===== config.mk =====
export PLATFORM = sky130hd
export DESIGN_NAME = dram_ctrl
export DESIGN_NICKNAME = d
export VERILOG_FILES = /design/src/rtl/dram_ctrl.sv
export SDC_FILE = /design/constraint.sdc
export NUM_CORES = 1
export LEC_CHECK = 0
export CORE_ASPECT_RATIO = 0.8
export CORE_MARGIN = 10
export CORE_UTILIZATION = 35
export DETAILED_ROUTE_END_ITERATION = 7
export HOLD_SLACK_MARGIN = 0.08
export PLACE_DENSITY = 0.7
export SLEW_MARGIN = 40
export SYNTH_ARGS = -nofsm -noshare
export SYNTH_HDL_FRONTEND = slang
export SYNTH_SLANG_ARGS = --single-unit

===== constraint.sdc =====
create_clock -name clk -period 1.9 [get_ports clk]
set_input_delay 0.19 -clock clk [delete_from_list [all_inputs] [get_ports clk]]
set_output_delay 0.19 -clock clk [all_outputs]
set_load 0.02 [all_outputs]

===== src/rtl/dram_ctrl.sv =====
// Two-port round-robin arbiter and sequencer onto dram port A, with periodic refresh.
// Latency: write ack 2 cycles, read ack 3 cycles after IDLE samples the request.
// Backpressure: req is held until its one-cycle ack; pending refresh wins over requests in IDLE.
module dram_ctrl #(
    parameter int AW             = 4,
    parameter int DW             = 16,
    parameter int REFRESH_PERIOD = 64,
    parameter int REFRESH_CYCLES = 2
) (
    input  logic          clk,
    input  logic          rst_n,
    input  logic          req_a,
    input  logic          req_b,
    input  logic          we_a,
    input  logic          we_b,
    input  logic [AW-1:0] addr_a,
    input  logic [AW-1:0] addr_b,
    input  logic [DW-1:0] wdata_a,
    input  logic [DW-1:0] wdata_b,
    output logic          ack_a,
    output logic          ack_b,
    output logic [DW-1:0] rdata,
    output logic          mem_we,
    output logic          mem_re,
    output logic          mem_refresh,
    output logic [AW-1:0] mem_addr,
    output logic [DW-1:0] mem_wdata,
    input  logic [DW-1:0] mem_rdata,
    output logic          busy,
    output logic          ref_overrun
);
    localparam int CW  = $clog2(REFRESH_PERIOD);
    localparam int RCW = $clog2(REFRESH_CYCLES + 1);

    typedef enum logic [2:0] {IDLE, REFRESH, ACCESS, RD_WAIT, DONE} state_t;

    state_t         state, state_nxt;
    logic [RCW-1:0] rcnt, rcnt_nxt;
    logic [CW-1:0]  ref_cnt;
    logic           ref_pending;
    logic           last_grant;      // 1 = B; also identifies the port being served
    logic           lat_we;
    logic           take_req;
    logic           clr_pending;
    logic           grant_nxt;
    logic           sel_we;
    logic [AW-1:0]  sel_addr;
    logic [DW-1:0]  sel_wdata;

    assign sel_we    = grant_nxt ? we_b    : we_a;
    assign sel_addr  = grant_nxt ? addr_b  : addr_a;
    assign sel_wdata = grant_nxt ? wdata_b : wdata_a;

    always_comb begin
        state_nxt   = state;
        rcnt_nxt    = rcnt;
        take_req    = 1'b0;
        clr_pending = 1'b0;
        grant_nxt   = last_grant;
        case (state)
            IDLE: begin
                if (ref_pending) begin
                    state_nxt   = REFRESH;
                    clr_pending = 1'b1;
                    rcnt_nxt    = RCW'(REFRESH_CYCLES - 1);
                end else if (req_a || req_b) begin
                    state_nxt = ACCESS;
                    take_req  = 1'b1;
                    grant_nxt = (req_a && req_b) ? ~last_grant : req_b;
                end
            end
            REFRESH: begin
                if (rcnt == '0) begin
                    state_nxt = IDLE;
                end else begin
                    rcnt_nxt = rcnt - 1'b1;
                end
            end
            ACCESS:  state_nxt = lat_we ? DONE : RD_WAIT;
            RD_WAIT: state_nxt = DONE;
            DONE:    state_nxt = IDLE;
            default: state_nxt = IDLE;
        endcase
    end

    always_ff @(posedge clk or negedge rst_n) begin
        if (!rst_n) begin
            state      <= IDLE;
            rcnt       <= '0;
            last_grant <= 1'b1;
            lat_we     <= 1'b0;
        end else begin
            state <= state_nxt;
            rcnt  <= rcnt_nxt;
            if (take_req) begin
                last_grant <= grant_nxt;
                lat_we     <= sel_we;
            end
        end
    end

    // Outputs are decoded from the next state so they line up with the state they belong to.
    always_ff @(posedge clk or negedge rst_n) begin
        if (!rst_n) begin
            mem_we      <= 1'b0;
            mem_re      <= 1'b0;
            mem_refresh <= 1'b0;
            mem_addr    <= '0;
            mem_wdata   <= '0;
            ack_a       <= 1'b0;
            ack_b       <= 1'b0;
            busy        <= 1'b0;
            rdata       <= '0;
        end else begin
            mem_we      <= take_req & sel_we;
            mem_re      <= take_req & ~sel_we;
            mem_refresh <= (state_nxt == REFRESH);
            mem_addr    <= take_req ? sel_addr  : '0;
            mem_wdata   <= take_req ? sel_wdata : '0;
            ack_a       <= (state_nxt == DONE) && !last_grant;
            ack_b       <= (state_nxt == DONE) &&  last_grant;
            busy        <= (state_nxt != IDLE);
            if (state == RD_WAIT) begin
                rdata <= mem_rdata;
            end
        end
    end

    // A refresh falling due on the very edge the previous one is taken is not an overrun.
    always_ff @(posedge clk or negedge rst_n) begin
        if (!rst_n) begin
            ref_cnt     <= CW'(REFRESH_PERIOD - 1);
            ref_pending <= 1'b0;
            ref_overrun <= 1'b0;
        end else begin
            if (ref_cnt == '0) begin
                ref_cnt     <= CW'(REFRESH_PERIOD - 1);
                ref_pending <= 1'b1;
                if (ref_pending && !clr_pending) begin
                    ref_overrun <= 1'b1;
                end
            end else begin
                ref_cnt <= ref_cnt - 1'b1;
                if (clr_pending) begin
                    ref_pending <= 1'b0;
                end
            end
        end
    end
endmodule


; ---- Word-level counts from Yosys, hierarchy flattened
; Index checks and enable logic that the tools add are counted.
[word_totals]
out_inout_bits = 43
ff_bits = 57
inputBits = 62
wordCells = 69
[op_classes]
n_eq_ne = 7
n_mux = 25
n_reduce_logical = 15
n_bitwise = 4
add_sub_neg = 2
[ops]
columns = operator, n
row1 = 2-to-1 mux 16 bit, 2
row2 = 2-to-1 mux 1 bit, 12
row3 = 2-to-1 mux 3 bit, 4
row4 = one-hot mux 3 bit (4 select lines), 1
row5 = 2-to-1 mux 4 bit, 2
row6 = == test 3 x 1 -> 1 bit (second input constant), 2
row7 = == test 3 x 2 -> 1 bit (second input constant), 2
row8 = zero test 6 bit, 1
row9 = 2-to-1 mux 6 bit, 1
row10 = subtractor 6 x 1 -> 6 bit (second input constant), 1
row11 = logical AND 1 bit, 4
row12 = 2-to-1 mux 2 bit, 2
row13 = inequality test 2 bit (second input constant), 2
row14 = one-hot mux 2 bit (2 select lines), 1
row15 = nonzero test 2 bit, 2
row16 = == test 3 bit (second input constant), 1
row17 = zero test 3 bit, 1
row18 = AND reduction 3 bit, 1
row19 = nonzero test 3 bit, 1
row20 = bitwise AND 1 bit, 2
row21 = zero test 1 bit, 2
row22 = zero test 2 bit, 1
row23 = NOT 1 bit, 2
row24 = AND reduction 2 bit, 1
row25 = 2 further kinds, 2

; ---- Depth between registers and ports, before layout
[depth]
ltp_word = 8
ltp_mapped = 5
mapped_depth_nobuf = 5

; ---- Worst setup path before layout
; OpenSTA, ideal clock, no wires.
[synth_path]
kind = reg-to-reg
from = register state[0]
to = register mem_addr[0]
n_path_buf = 2
stages_incl_launch_ff = 5
period_less_slack_ps = 1337
setup_time_ps = 72
t_required_ps = 1828
slack_ps = 563
arrival_ps = 1265
cell_sequence = dfrtp_1 > buf_6 > or4_4 > buf_6 > nor2_1
[synth_via]
elab_chain_cells = 4
word_cells_on_any_way = 5
cone_classes = mux (4) / reduce/logical (1)
[synth_rtl]
columns = element, line_no
row1 = "start, declared", 37  ; state_t state, state_nxt;
row2 = "start signal, assigned", 93  ; state <= state_nxt;
row3 = zero test 3 bit (*), 60  ; case (state)
row4 = 2-to-1 mux 1 bit, 60
row5 = 2-to-1 mux 4 bit, 51  ; assign sel_addr = grant_nxt ? addr_b : addr_a;
row6 = 2-to-1 mux 4 bit (*), 118  ; mem_addr <= take_req ? sel_addr : '0;
row7 = "end signal, assigned", 118
row8 = "end, declared", 26  ; output logic [AW-1:0] mem_addr,
; Mark *: on every way between the ends. The rest lies on a longest branch, timed or not.
; A chain may end at the register's enable or synchronous reset.

; ---- Worst setup path in the final report
[layout_path]
from = register rdata[0]
to = output rdata[0]
[layout_rtl]
columns = element, line_no
row1 = "start, declared", 22  ; output logic [DW-1:0] rdata,
row2 = "start signal, assigned", 124  ; rdata <= mem_rdata;
; No word-level cell between the ends.

==> impl_metrics.env <==
export IMPL_outcome="completed"
export IMPL_place_ws_ns=0.386
export IMPL_synth_area_leaders="dfrtp_1 (53%), a32oi_1 (7.8%), dfstp_2 (7.8%), mux2_2 (7.7%), nor2_1 (3.7%)"
export IMPL_startpoint="rdata[0]"
export IMPL_worstReg2RegEnd="rcnt[1]"
export IMPL_drv_slew=0
export IMPL_num_io_pins=105
export IMPL_rsz0062_at_grt="no"
export IMPL_yosysTopAreaCell="dfrtp_1"
export IMPL_power_leakage_uw=0.00158
export IMPL_die_h_um=93.2
export IMPL_final_common_cell="clkdlybuf4s50_1"
export IMPL_mostFrequentLayoutCells="clkdlybuf4s50_1 (103), dfrtp_1 (50), nor2_1 (23)"
export IMPL_post_route_drc_count=0
export IMPL_clk_path_buf_depth=2
export IMPL_fmax_ghz=0.673
export IMPL_cp_num_cells=1
export IMPL_synthAdderAreaFrac=0.0160
export IMPL_wl_mm=6.59
export IMPL_syn_avg_cell_area_um2=12.9
export IMPL_clk_latency_ns=0.33
export IMPL_cpLargestDelayFamily="buffers and inverters"
export IMPL_ys_ff_latch=57
export IMPL_worstPathRequired_ns=1.71
export IMPL_layout_drive_gt1_share=0.165
export IMPL_synthMuxAreaShare=0.0853
export IMPL_fin_ws_ns=0.414
export IMPL_slowest_delay_ns=0.62
export IMPL_numPortBuffers=104
export IMPL_syn_area_um2=2350
export IMPL_whs_ns=0.406
export IMPL_globalplace_congestion=0.780
export IMPL_period_needed_ns=1.49
export IMPL_fin_crit_sh=0.782
export IMPL_powerDensity_nw_per_um2=1380
export IMPL_synth_cell_types=34
export IMPL_via_count=1869
export IMPL_ant_nets=0
export IMPL_worstSetupPathType="flip-flop to primary output"
export IMPL_die_w_um=112
export IMPL_core_area_um2=6440
export IMPL_final_nets=357
export IMPL_nFillCells=550
export IMPL_dr_first_iter_drc_count=58
export IMPL_syn_nets=247
export IMPL_routed_via_density=4.91
export IMPL_synth_compound_area_share=0.117
export IMPL_startpoint_type="flip-flop"
export IMPL_worst_slew_pin_slew_ns=0.588
export IMPL_path_cells="clkdlybuf4s50_1"
export IMPL_arrival_ns=1.30
export IMPL_postCtsSetupRepairBufs=0
export IMPL_h_tree_depth=3
export IMPL_cp_end_kind="primary output"
export IMPL_finalHoldViolations=0
export IMPL_crit_path_end="rdata[0]"
export IMPL_yosysWarnings=0
export IMPL_synth_simple_area_share=0.114
export IMPL_synth_xor_area_frac=0.0112
export IMPL_cts_tree="done"
export IMPL_num_antenna_cells=0
export IMPL_setup_viol=0
export IMPL_seq_area_frac_synth=0.612
export IMPL_max_vdd_ir_drop_mv=0.521
export IMPL_cp_buffers_inverters=1
export IMPL_syn2layout_area_growth_pct=57.3
export IMPL_grt_max_degree=26
export IMPL_max_cap_violations=0
export IMPL_cts_root_buf="clkbuf_8"
export IMPL_slew_headroom=0.608
export IMPL_clkTransAtPathRegs_ns=0.06
export IMPL_num_rows=26
export IMPL_antenna_found_initial=0
export IMPL_power_uw=5090
export IMPL_ff2ff_setup_slack_ns=0.42
export IMPL_hp_class="primary input to asynchronous set/reset pin"
export IMPL_drt_pass1_iter_count=4
export IMPL_initial_utilization=0.364
export IMPL_fin_skew_ns=0.00891
export IMPL_grt_total_usage=0.122
export IMPL_synth_top_area_frac=0.533
export IMPL_grt_first_pass_wirelength_mm=10.2
export IMPL_numCtsBuffers=9
export IMPL_grt_pass1_vias=1930
export IMPL_worstPathMaxFanout=2
export IMPL_place_hpwl_mm=5.09
export IMPL_ff2ff_path_depth=3
export IMPL_timing_rr_start="state[0]"
export IMPL_slowest_stage="clkdlybuf4s50_1"
export IMPL_synth_top_family_by_area="compound AO/OA/AOI/OAI gates"
export IMPL_setup_tns_final_ns=0
export IMPL_die_area_um2=10400
export IMPL_fin_util=0.573
export IMPL_grt_overflow_total=0
export IMPL_clock_sinks=57
export IMPL_postSynthCellCount=182
export IMPL_drt_wirelength_per_cell_um=17.3
## timing repair
action / in CTS / in global routing
hold endpoints to repair: 17 / 0
hold buffers: 1 / 0
gates resized for setup: 0 / 0
## per-stage QoR
step           cell area, um2  std cells
2_1_floorplan            2350        182
4_1_cts                  3690        381
3_3_place_gp             3470        364
6_report                 3690        381
3_5_place_dp             3470        364
5_1_grt                  3690        381
## worst min path at each step
| stage | startpoint | to | slack, ns |
|---|---|---|---|
| floorplan | rst_n | ack_a | -0.11 |
| global placement | rst_n | mem_re | 0.23 |
| detailed placement | rst_n | mem_re | 0.24 |
| CTS | rst_n | busy | 0.42 |
| global route | rst_n | busy | 0.44 |
| finish | rst_n | busy | 0.41 |
## flip-flops by register name (all words and copies together), names as in the netlist, 2 cells and up
name,count
mem_wdata,16
rdata,16
rcnt,2
ref_cnt,6
mem_addr,4
state,3
## report_power, final
part | switching (uW) | leakage [uW] | internal [uW] | total [uW]
clock | 451 | 0.000107 | 712 | 1160
combinational | 1030 | 0.000762 | 1050 | 2080
sequential | 225 | 0.000711 | 1620 | 1840
total | 1710 | 0.00158 | 3380 | 5090
## cells in the mapped netlist, drive strengths merged
master	instances
a32o	1
nor3	3
nor3b	1
clkbuf	5
dfstp	7
a22oi	1
o21bai	2
mux2	16
buf	7
nand3b	3
nand2	6
ha	3
or4b	1
xnor2	3
nor4b	1
dfrtp	50
mux2i	2
a21oi	2
a211oi	1
a31oi	1
nor2	23
o31ai	1
nor4	1
o21ai	1
a21boi	1
inv	8
a32oi	21
nand2b	6
and2	2
or4	1
a41oi	1
## cell type report
class	count	area [um2]	area share
repair buffers	111	1100	0.299
clock buffers	14	173	0.0468
well taps	84	105	0.0285
inverters	8	30.0	0.00814
flip-flops and latches	57	1440	0.389
multi-input cells	105	810	0.219
clock inverters	2	35.0	0.00949
## logic make-up (layout without fill, tap and decap cells)
group,after synthesis,after routing
adders and majority gates,3,3
and+or+nand+nor,48,48
AOI/OAI and AO/OA,33,33
DFF,57,57
xor gates and xnor gates,3,3
muxes,18,18
buffers and inverters,20,135
## per-layer routing
metal / global-route usage / share of wire
met1: 0.155 / 0.45
met2: 0.182 / 0.45
met3: 0.0409 / 0.078
met4: 0.0609 / 0.016
met5: 0 / 0
No activity file was read; power rests on OpenSTA's default activity.
==> variant: new RTL, same settings <==
`mem_addr` and `mem_wdata` no longer have a reset.
--- a/src/rtl/dram_ctrl.sv
+++ b/src/rtl/dram_ctrl.sv
@@ -106,6 +106,4 @@
             mem_re      <= 1'b0;
             mem_refresh <= 1'b0;
-            mem_addr    <= '0;
-            mem_wdata   <= '0;
             ack_a       <= 1'b0;
             ack_b       <= 1'b0;
@@ -116,6 +114,4 @@
             mem_re      <= take_req & ~sel_we;
             mem_refresh <= (state_nxt == REFRESH);
-            mem_addr    <= take_req ? sel_addr  : '0;
-            mem_wdata   <= take_req ? sel_wdata : '0;
             ack_a       <= (state_nxt == DONE) && !last_grant;
             ack_b       <= (state_nxt == DONE) &&  last_grant;
@@ -125,4 +121,9 @@
             end
         end
+    end
+
+    always_ff @(posedge clk) begin
+        mem_addr  <= take_req ? sel_addr  : '0;
+        mem_wdata <= take_req ? sel_wdata : '0;
     end
 
Function: changed (a bounded check fails within 4 cycles, from zero or initial values and one cycle with rst_n low).
==> variant against the original RTL <==
Setup slack got worse by 0.069 ns. Power rose by 8.3%. Largest cell class unchanged. Register-to-register slack got worse by 0.08 ns. Synthesized area fell by 0.96%. Wire length fell by 3.4%. Design area fell by 0.85%. Critical endpoint is now rdata[5]. Sequential cell count did not move. Hold slack got worse by 0.13 ns.
==> variant: results (changes against the original RTL) <==
global_routing:
  grt_util_all_layers_pct: 12.3  # +0.12 points
  grt_pass1_wl_um: 10200  # +0.54%
synth:
  syn-num-nets: 259  # +4.9%
  ys_seq_area_share_pct: 57.5  # -3.7 points
  synth_commonest_cells: "30 x sky130_fd_sc_hd__dfrtp_1, 25 x sky130_fd_sc_hd__nor2_1, 21 x sky130_fd_sc_hd__a32oi_1, 20 x sky130_fd_sc_hd__dfxtp_1, 10 x sky130_fd_sc_hd__mux2_4"
  async_flop_share_pct: 64.9  # -35 points
  most_area_consuming_cells_after_synthesis: "sky130_fd_sc_hd__dfrtp_1 32%, sky130_fd_sc_hd__dfxtp_1 17%, sky130_fd_sc_hd__a32oi_1 7.9%"
sta:
  max_slew_margin_pct: 59.7  # -1.1 points
  skew_ns: 0.0116  # +0.00269 ns
  holdWs_ns: 0.276  # -0.130 ns
placed_design:
  hpwlAfterDp_um: 4720  # -7.3%
  detailedPlace.worstSlack_ns: 0.209  # -0.177 ns
power:
  power.leakage_nw: 1.53  # -3.2%
  pwr_density_cell_nw_per_um2: 1510  # +9.3%
cells_and_area:
  layoutNonFillerInstCount: 389  # +2.1%
  fillerInstances: 546  # -0.73%
critical_path:
  critPathTopFamily: "flip-flops"
  regToRegEndpoint: "rdata[5]"
  r2r_cells: 4  # +1
  critical_path_peak_fanout: 16  # +14
  rrSetupSlack_ns: 0.34  # -0.08 ns
  critical_path.max_stage_delay_ns: 0.53  # -0.09 ns
  slowest_stage: "sky130_fd_sc_hd__dfrtp_1"
detailed_routing:
  totalWireLength_um: 6360  # -3.4%
run_status:
  outcome: "finished clean"
## variant: cell count changes in the layout (fill, tap and decap cells not counted), sizes merged, moves of 3 or more
cell,before,now
nand2b,6,3
dfrtp,50,30
dfxtp,0,20
a21oi,2,5
clkbuf,14,11
nor2b,0,3
o21ai,1,4
## variant: report_power, final
part           switching (mW)  internal [mW]
clock network           0.472          0.772
logic                    1.13           1.22
registers               0.261           1.66
total                    1.86           3.65
## variant: layer usage
layer  routed length [um]  global-route usage (%)  vias to the layer above
li1                     -                       -                      907
met1                 3040                    15.1                      872
met2                 2730                    17.6                       83
met3                  540                    6.77                        2
met4                   55                    4.81                        0
met5                    0                       0                        -
## variant: cell families (layout without fill, tap and decap cells)
family | Yosys count | count (layout) | synth area share (%)
simple gates | 49 | 49 | 10.7
fa+ha+maj | 3 | 3 | 1.62
compound gates | 42 | 42 | 13.9
xor+xnor | 3 | 3 | 1.13
flops | 57 | 57 | 57.5
mux | 17 | 17 | 9.85
buf+inv | 23 | 134 | 5.39
## variant: final cells by class
cell class              instances  area share [%]
clock buffers                  11            3.86
clock inverters                 5            2.15
inverters                       9           0.923
multi-input cells             114            23.9
flip-flops and latches         57            36.5
well taps                      84            2.87
repair buffers                109            29.8
## variant: how the worst max path moves through the flow
| stage | cells after the start | from | end | slack [ns] |
|---|---|---|---|---|
| 6_report | 4 | state[0] | rdata[5] | 0.34 |
| 5_1_grt | 4 | state[0] | rdata[5] | 0.26 |
| 4_1_cts | 4 | state[0] | rdata[5] | 0.34 |
| 3_5_place_dp | 4 | req_b | lat_we | 0.21 |
| 3_3_place_gp | 4 | req_b | lat_we | -0.01 |
| 2_1_floorplan | 6 | state[2] | rdata[0] | 0.39 |
